`config.mk`:
```
export PLATFORM = sky130hd
export DESIGN_NAME = exu_stage
export DESIGN_NICKNAME = d
export VERILOG_FILES = /design/src/rtl/exu_pkg.sv /design/src/rtl/exu_op_decode.sv /design/src/rtl/exu_stage.sv
export SDC_FILE = /design/constraint.sdc
export NUM_CORES = 1
export LEC_CHECK = 0
export ABC_CLOCK_PERIOD_IN_PS = 9800
export CORE_UTILIZATION = 43
export DETAILED_ROUTE_END_ITERATION = 10
export PLACE_DENSITY = 0.77
export REMOVE_ABC_BUFFERS = 1
export SYNTH_ARGS = -nofsm -noshare
export SYNTH_HDL_FRONTEND = slang
export SYNTH_SLANG_ARGS = --single-unit
```
`constraint.sdc`:
```
create_clock -name clk -period 9.8 [get_ports clk]
set_clock_uncertainty 0.05 [all_clocks]
set_input_delay 1.96 -clock clk [delete_from_list [all_inputs] [get_ports clk]]
set_output_delay 1.96 -clock clk [all_outputs]
set_load 0.01 [all_outputs]
```
`src/rtl/exu_pkg.sv`:
```
// rtl/exu_pkg.sv - shared types and constants for the RV32 execute stage
package exu_pkg;

    localparam int XLEN = 32;

    typedef enum logic [3:0] {
        OP_AND  = 4'b0000,
        OP_OR   = 4'b0001,
        OP_ADD  = 4'b0010,
        OP_XOR  = 4'b0011,
        OP_SLL  = 4'b0100,
        OP_SRL  = 4'b0101,
        OP_SUB  = 4'b0110,
        OP_SLT  = 4'b0111,
        OP_SRA  = 4'b1000,
        OP_SLTU = 4'b1001
    } op_e;

    typedef enum logic [1:0] {
        CLS_MEM    = 2'b00,
        CLS_BRANCH = 2'b01,
        CLS_RTYPE  = 2'b10,
        CLS_ITYPE  = 2'b11
    } alu_cls_e;

endpackage

```
`src/rtl/exu_op_decode.sv`:
```
// rtl/exu_op_decode.sv - alu_op/funct73 to ALU operation code decoder
module exu_op_decode
    import exu_pkg::*;
(
    input  logic [1:0] alu_op,
    input  logic [3:0] funct73,
    output logic [3:0] operation
);

    logic [3:0] fsel;

    always_comb begin
        fsel = funct73;
        // I-type carries instr[30] as immediate bits except for the SRLI/SRAI pair
        if (alu_op == CLS_ITYPE && funct73[2:0] != 3'b101) begin
            fsel = {1'b0, funct73[2:0]};
        end

        operation = OP_ADD;
        case (alu_op)
            CLS_MEM:    operation = OP_ADD;
            CLS_BRANCH: operation = OP_SUB;
            default: begin
                case (fsel)
                    4'b0000: operation = OP_ADD;
                    4'b1000: operation = OP_SUB;
                    4'b0001: operation = OP_SLL;
                    4'b0010: operation = OP_SLT;
                    4'b0011: operation = OP_SLTU;
                    4'b0100: operation = OP_XOR;
                    4'b0101: operation = OP_SRL;
                    4'b1101: operation = OP_SRA;
                    4'b0110: operation = OP_OR;
                    4'b0111: operation = OP_AND;
                    default: operation = OP_ADD;
                endcase
            end
        endcase
    end

endmodule

```
`src/rtl/exu_stage.sv`:
```
// rtl/exu_stage.sv - RV32 execute stage: decode, ALU, branch target, EX/MEM regs; shifter gated by EXU_SHIFT_EN
module exu_stage
    import exu_pkg::*;
(
    input  logic            clk,
    input  logic            rst_n,
    input  logic [1:0]      alu_op,
    input  logic [3:0]      funct73,
    input  logic            alu_src,
    input  logic [XLEN-1:0] rs1_data,
    input  logic [XLEN-1:0] rs2_data,
    input  logic [XLEN-1:0] imm,
    input  logic [XLEN-1:0] pc,
    output logic [3:0]      operation,
    output logic [XLEN-1:0] alu_result,
    output logic            zero,
    output logic [XLEN-1:0] branch_target,
    output logic [XLEN-1:0] alu_result_q,
    output logic [XLEN-1:0] store_data_q
);

    logic [XLEN-1:0] a;
    logic [XLEN-1:0] b;

    exu_op_decode u_op_decode (
        .alu_op    (alu_op),
        .funct73   (funct73),
        .operation (operation)
    );

    assign a = rs1_data;
    assign b = alu_src ? imm : rs2_data;

    always_comb begin
        alu_result = '0;
        case (operation)
            OP_AND:  alu_result = a & b;
            OP_OR:   alu_result = a | b;
            OP_ADD:  alu_result = a + b;
            OP_XOR:  alu_result = a ^ b;
            OP_SUB:  alu_result = a - b;
            OP_SLT:  alu_result = {{(XLEN-1){1'b0}}, ($signed(a) < $signed(b))};
            OP_SLTU: alu_result = {{(XLEN-1){1'b0}}, (a < b)};
`ifdef EXU_SHIFT_EN
            OP_SLL:  alu_result = a << b[4:0];
            OP_SRL:  alu_result = a >> b[4:0];
            OP_SRA:  alu_result = $unsigned($signed(a) >>> b[4:0]);
`endif
            default: alu_result = '0;
        endcase
    end

    assign zero          = (alu_result == '0);
    assign branch_target = pc + imm;

    always_ff @(posedge clk or negedge rst_n) begin
        if (!rst_n) begin
            alu_result_q <= '0;
            store_data_q <= '0;
        end else begin
            alu_result_q <= alu_result;
            store_data_q <= rs2_data;
        end
    end

endmodule

```
Word-level counts from Yosys, hierarchy flattened
Memory sizes are Yosys's and may differ from the RTL's.
Index checks and enable logic that the tools add are counted.
{"block": "word_totals", "latchBits": 0, "rom_bits": 64, "inputBits": 137, "ram_bits": 0, "regBits": 64, "out_inout_bits": 133, "wordCells": 28, "memories": 1}
{"name": "(name not given)", "depth": 16, "word_bits": 4, "rd": 1, "rd_ports_with_merged_regs": 0, "wr": 0, "line": "exu_op_decode.sv:24", "source": "case (fsel)"}
{"block": "op_classes", "eq_ne": 9, "bitwise": 3, "order_cmp": 2, "addsub": 3, "muxes": 4, "n_reduce_logical": 4, "shift": 0, "div_mod_pow": 0, "multipliers": 0}
{"op": "$pmux W32 S7", "n": 1}
{"op": "$add A32 B32 Y32", "n": 2}
{"op": "$lt A32 B32 Y1", "n": 2}
{"op": "$and A32 B32 Y32", "n": 1}
{"op": "$logic_not A32 Y1", "n": 1}
{"op": "$mux W32", "n": 1}
{"op": "$or A32 B32 Y32", "n": 1}
{"op": "$sub A32 B32 Y32", "n": 1}
{"op": "$xor A32 B32 Y32", "n": 1}
{"op": "$eq A4 B2 Y1 const B", "n": 2}
{"op": "$eq A4 B3 Y1 const B", "n": 2}
{"op": "$pmux W4 S2", "n": 1}
{"op": "$eq A4 B1 Y1 const B", "n": 1}
{"op": "$eq A4 B4 Y1 const B", "n": 1}
{"op": "$logic_not A4 Y1", "n": 1}
{"op": "$mux W4", "n": 1}
{"op": "$ne A3 B3 Y1 const B", "n": 1}
{"op": "$eq A2 B1 Y1 const B", "n": 1}
{"op": "$eq A2 B2 Y1 const B", "n": 1}
{"op": "$logic_not A2 Y1", "n": 1}
{"op": "$logic_and A1 B1 Y1", "n": 1}

Logic depth before layout (Yosys ltp)
Gate-level depths: netlist of run 1.
An unclocked memory read counts as a cell.
{"block": "logic_depth", "ltp_word": 8, "ltp_mapped": 18, "depth_no_buf": 16}

Modules after synthesis
A second synthesis of run 1 with hierarchy kept.
{"block": "unflattened", "hier_cells": 1285, "hier_area_um2": 9608.0}
{"mod": "exu_stage", "cells_each": 1257, "area_each_um2": 9407.8, "n_inst": 1}
{"mod": "exu_op_decode", "cells_each": 28, "area_each_um2": 200.2, "n_inst": 1}

Worst setup path after synthesis of run 1
OpenSTA, ideal clock, no wires.
{"block": "synth_path", "path_type": "input to output", "from": "in alu_src", "to": "out zero", "path_slack_ns": 1.576, "arrival_ns": 6.214, "path_stages": 17, "cell_sequence": "clkbuf_1 > buf_1 > mux2i_1 > inv_1 > ha_1 > fa_1 > o21bai_1 > a221oi_1 > a211oi_1 > nor3_2 > a2111oi_2 > o21ai_0 > a21o_1 > or4_1 > nor4_1 > nand4b_1 > nor4_2"}
{"block": "synth_via", "elab_chain_len": 4}
{"element": "from (decl)", "line": "exu_stage.sv:9", "source": "input logic alu_src,"}
{"element": "$mux W32 (*)", "line": "exu_stage.sv:32", "source": "assign b = alu_src ? imm : rs2_data;"}
{"element": "$sub A32 B32 Y32 (tied with other cells)", "line": "exu_stage.sv:41", "source": "OP_SUB: alu_result = a - b;"}
{"element": "$pmux W32 S7 (*)", "line": "exu_stage.sv:36", "source": "case (operation)"}
{"element": "net alu_result[0]", "line": "exu_stage.sv:15", "source": "output logic [XLEN-1:0] alu_result,"}
{"element": "$logic_not A32 Y1 (*)", "line": "exu_stage.sv:53", "source": "assign zero = (alu_result == '0);"}
{"element": "to (decl)", "line": "exu_stage.sv:16", "source": "output logic zero,"}
The timed path passes the listed nets; every way through them passes the cells marked *.

Worst setup path in the final report of run 1
{"block": "layout_path", "from": "in alu_src", "to": "out zero"}
{"block": "layout_via", "elab_chain_len": 4}
{"element": "$mux W32 (*)", "line": "exu_stage.sv:32"}
{"element": "$sub A32 B32 Y32 (tied with other cells)", "line": "exu_stage.sv:41"}
{"element": "$pmux W32 S7 (*)", "line": "exu_stage.sv:36"}
{"element": "$logic_not A32 Y1 (*)", "line": "exu_stage.sv:53"}
Mark *: on every way between the ends. The rest lies on a longest branch, timed or not.

==> results of run 1 <==
-- kinds of logic after synthesis --
family | Yosys count | synth area share
adders and majority gates | 136 | 0.184
xor gates and xnor gates | 40 | 0.0374
and+or+nand+nor | 371 | 0.195
DFF | 64 | 0.171
buffers and inverters | 175 | 0.0758
AOI/OAI and AO/OA | 397 | 0.288
muxes | 45 | 0.0484
-- sequential cells by signal, indices dropped and copies added (netlist names) --
| register | count |
|---|---|
| store_data_q | 32 |
| alu_result_q | 32 |
-- per-stage QoR --
step,cells,cell area [sq um]
after detailed placement,1736,12300
after floorplan,1172,9090
final,1752,12600
after CTS,1752,12600
after global routing,1752,12600
after global placement,1736,12300
-- layer usage --
| layer | vias up | track usage | part of all wire |
|---|---|---|---|
| met2 | 532 | 0.513 | 0.45 |
| met5 | - | 0 | 0 |
| li1 | 4953 | - | - |
| met4 | 0 | 0.121 | 0.030 |
| met1 | 4950 | 0.434 | 0.44 |
| met3 | 67 | 0.0424 | 0.080 |
-- power by group through the flow --
stage | registers, mW | logic, mW | clock network (mW)
after floorplan | 0.345 | 0.482 | 0
after global placement | 0.322 | 0.962 | 0
after detailed placement | 0.323 | 0.968 | 0
after CTS | 0.318 | 0.974 | 0.343
after global routing | 0.321 | 1.06 | 0.350
final | 0.318 | 0.987 | 0.337
-- cell usage in the layout (no fill, tap or decap), types with 13 or more instances in the layout --
| master | count |
|---|---|
| a211oi_1 | 23 |
| a21o_1 | 36 |
| a21oi_1 | 101 |
| a31oi_1 | 13 |
| and3_1 | 14 |
| buf_4 | 21 |
| clkdlybuf4s50_1 | 267 |
| dfrtp_1 | 64 |
| ha_1 | 133 |
| inv_1 | 114 |
| mux2i_1 | 43 |
| nand2_1 | 85 |
| nand2b_1 | 15 |
| nand3_1 | 20 |
| nor2_1 | 106 |
| nor2b_1 | 21 |
| nor3_1 | 35 |
| o211ai_1 | 20 |
| o21a_1 | 16 |
| o21ai_0 | 59 |
| xnor2_1 | 30 |
-- cell type report --
class / count / area [sq um]
clock buffers: 10 / 229
clock inverters: 6 / 60.1
fillers: 1939 / 8580
inverters: 119 / 448
multi-input cells: 989 / 7050
flip-flops and latches: 64 / 1600
well taps: 275 / 344
repair buffers: 289 / 2840
-- path summary, 6_finish.rpt --
| kind | end | slack, ps | depth (start not counted) |
|---|---|---|---|
| max in group asynchronous | store_data_q[18] | 7400 | 1 |
| setup / recovery | zero | 360 | 16 |
| min in group clk | store_data_q[2] | 2020 | 1 |
| hold / removal | store_data_q[7] | 1680 | 1 |
==> reports/results.ini, run 1 <==
[status]
outcome = complete, no violations

[sta]
tns_ps = 0
fmax_mhz = 106
fin_crit_ps = 9440
setup_viol = 0
setup_ws_ps = 363
worst-slew-pin-transition_ps = 1060
maxSlewHeadroom = 0.283
holdWs_ps = 1680
rsz0062_at_grt = no
min_period_over_period = 0.963
hold_violations = 0
drv_slew = 0

[synth]
synth.top_cells.by_count = ha_1 (133), inv_1 (114), nor2_1 (106)
synth_ff_type = dfrtp_1
postSynthAreaPerCell_sq_um = 7.62
synth.area.top_cells = ha_1 (18%), dfrtp_1 (17%), a21oi_1 (5.4%), mux2i_1 (4.6%), inv_1 (4.6%)
syn_inst = 1228
synth_seq_cells = 64
yosys_warnings = 0
synth_top_area_frac = 0.178
synth_edf_count = 0
synth_cell_types = 79
post-synth-top-count-cell = ha_1
yosysTopAreaCell = ha_1
postSynth.asyncResetShare = 1.00
ys_seq_area_frac = 0.171
syn-cell-area_sq_mm = 0.00936

[routing]
first_iter_violations = 976
totalWireLength_um = 36100
route.detailed.drc = 0
post_drt_wl_per_cell_um = 20.6
ant_nets = 0
dr.pass1.iters = 6
viasPerCell = 5.99
vias = 10500

[setup_path]
cp-startpoint = alu_src
worstPathBufferInverterCount = 3
crit_type = input port to output pin
worstPathRequired_ps = 7790
crit_path_start_kind = input port
crit_chain = buf_2 > buf_4 > mux2i_1 > ha_1 > nor2_1 > a2111oi_0 > o21ai_0 > nor3_2 > o22ai_1 > nor3_1 > a21oi_1 > or4_1 > nor4_1 > nand4b_1 > nor4_2 > clkdlybuf4s50_1
critPathTopFamily = simple AND/OR/NAND/NOR gates
cp_max_fo = 11
critPathSlowestCell = a2111oi_0
cp_data_arrival_time_ps = 7430
crit_path_max_incr_delay_ps = 690
end_kind = output pin

[global_routing]
grt_pass1_wl_um = 55400
first_global_vias = 10100
grt_usage = 0.320
grt_max_degree = 65
grt.overflow.total = 0
antenna_found_initial = 0

[clocking]
post-cts-setup-buffers = 0
holdBufCountCts = 0
cts_root_buffer = clkbuf_16
htreeDepth = 3
cts_resized = 0
cts_sinks = 64
cts_buffer_depth = 2
cts_made_buffers = 9
cts_tree = done
clkTransAtPathRegs_ps = 60

[floorplanning]
num_io_pins = 270
core-area_sq_mm = 0.0212
dieArea_sq_mm = 0.0224
dieHeight_um = 150
num_rows = 53
start_util = 0.442
fp.dieW_um = 150

[pwr]
power_frac_clock = 0.205
peakVddDrop_v = 0.0000852
p_sw_mw = 0.687
seqPwrFrac = 0.194
power_leakage_nw = 5.68
power.internal_mw = 0.955
p_total_mw = 1.64
p_sw_frac = 0.418
power_density_mw_per_mm2 = 131
comb_power_share = 0.601

[min_path]
worstHoldPathType = input port to async pin

[cells_and_area]
final_util = 0.594
num_antenna_cells = 0
num-nets-final = 1745
syn2layout_area_growth_pct = 34.3
drive_gt1_frac = 0.0467

[placement]
io_buffers = 269
routabilityCongestion = 0.985
dpl_worst_slack_ps = 468
hpwl_um = 28800

[job]
max-cap-violations = 0

(Power assumes the default switching activity.)
==> run 2, diff against run 1 <==
--- a/config.mk
+++ b/config.mk
@@ -6,9 +6,9 @@
 export NUM_CORES = 1
 export LEC_CHECK = 0
 export ABC_CLOCK_PERIOD_IN_PS = 9800
-export CORE_UTILIZATION = 43
+export CORE_UTILIZATION = 25
 export DETAILED_ROUTE_END_ITERATION = 10
-export PLACE_DENSITY = 0.77
+export PLACE_DENSITY = 0.52
 export REMOVE_ABC_BUFFERS = 1
 export SYNTH_ARGS = -nofsm -noshare
 export SYNTH_HDL_FRONTEND = slang
==> reports/results.ini, run 2 (same netlist as run 1, synthesis figures left out) <==
[clocking]
cts_tree = done
cts_resized = 0
holdBufCountCts = 0
cts_root_buffer = clkbuf_16
cts_sinks = 64
clkTransAtPathRegs_ps = 70
cts_made_buffers = 9
post-cts-setup-buffers = 0
htreeDepth = 3
cts_buffer_depth = 2

[placement]
routabilityCongestion = 0.946
hpwl_um = 31800
dp_cells = 1931
io_buffers = 269

[global_routing]
grt.overflow.total = 0
grt_max_degree = 54
antenna_found_initial = 1
first_global_vias = 9918
grt_usage = 0.205
grt_pass1_wl_um = 59600

[job]
max-cap-violations = 0

[pwr]
power_density_mw_per_mm2 = 131
peakVddDrop_v = 0.0000986
power_leakage_nw = 5.71

[cells_and_area]
drive_gt1_frac = 0.0500
num-nets-final = 1747
fin_cells = 1947
final_common_cell = clkdlybuf4s50_1
largestRegisters = alu_result_q x32, store_data_q x32
multi_input_area_sq_mm = 0.00706
syn2layout_area_growth_pct = 37.4
regArea_sq_mm = 0.00160
mostFrequentLayoutCells = clkdlybuf4s50_1 (267), ha_1 (133), inv_1 (114), nor2_1 (106), a21oi_1 (101)
num_antenna_cells = 0
n_fill_cell = 3851

[setup_path]
cp_data_arrival_time_ps = 7400
cp_max_fo = 5
worstPathRequired_ps = 7790
cp-endpoint = zero
crit_type = input port to output pin
end_kind = output pin
crit_path_start_kind = input port
cp-startpoint = imm[1]

[floorplanning]
num_io_pins = 270
core-area_sq_mm = 0.0367
start_util = 0.255
fp.dieW_um = 195
dieArea_sq_mm = 0.0382
num_rows = 70
dieHeight_um = 195

[routing]
ant_nets = 0
first_iter_violations = 922
vias = 10200
post_drt_wl_per_cell_um = 20.3
totalWireLength_um = 39500
route.detailed.drc = 0
viasPerCell = 5.26
dr.pass1.iters = 6

[sta]
setup_viol = 0
hold_violations = 0
drv_slew = 0
fmax_mhz = 106
tns_ps = 0
holdWs_ps = 1370
worst-slew-pin-transition_ps = 993
maxSlewHeadroom = 0.336
rsz0062_at_grt = no
min_period_over_period = 0.960
fin_crit_ps = 9410

[status]
outcome = complete, no violations

[min_path]
worstHoldPathType = input port to async pin

run 2: metal layers:
| layer | track usage | up-vias | wire (um) |
|---|---|---|---|
| met2 | 0.324 | 406 | 17800 |
| met3 | 0.0397 | 47 | 2750 |
| met1 | 0.280 | 4814 | 18200 |
| met5 | 0 | - | 0 |
| met4 | 0.0621 | 0 | 771 |
| li1 | - | 4965 | - |
run 2: layout make-up:
cell class	instances	area share
Multi-Input combinational cell	989	0.549
Timing Repair Buffer	291	0.222
Sequential cell	64	0.125
Tap cell	468	0.0456
Inverter	119	0.0348
Clock buffer	10	0.0186
Clock inverter	6	0.00516
run 2: where the power goes:
group          internal, mW  switching, mW
Combinational         0.455          0.541
Sequential            0.305         0.0157
Clock                 0.206          0.162
run 2: worst min-delay path by stage:
| stage | startpoint | endpoint | slack, ps |
|---|---|---|---|
| 2_1_floorplan | rst_n | alu_result_q[0] | 1610 |
| 3_3_place_gp | rst_n | store_data_q[9] | 1770 |
| 3_5_place_dp | rst_n | store_data_q[9] | 1770 |
| 4_1_cts | rst_n | store_data_q[14] | 1350 |
| 5_1_grt | rst_n | store_data_q[14] | 1370 |
| 6_report | rst_n | store_data_q[14] | 1370 |
run 2: stage by stage:
stage | instance area (sq um) | setup WS (ps) | util | power, mW
after floorplan | 9090 | 1930 | - | 0.826
after global placement | 12500 | 337 | 0.342 | 1.32
after detailed placement | 12500 | 336 | 0.342 | 1.32
after CTS | 12800 | 301 | 0.350 | 1.70
after global routing | 12900 | 76.2 | 0.350 | 1.78
final | 12900 | 390 | 0.350 | 1.69
run 2: worst max-delay path, cell delays in order:
cell,delay (ps)
clkdlybuf4s50_1,460
mux2i_1,400
ha_1,380
a211o_1,290
a311oi_1,540
a21oi_1,230
a211oi_1,620
a31oi_1,270
a221o_1,460
mux2i_1,200
xnor2_1,130
o21ai_0,200
or4_1,470
nor4_2,210
clkdlybuf4s50_1,580
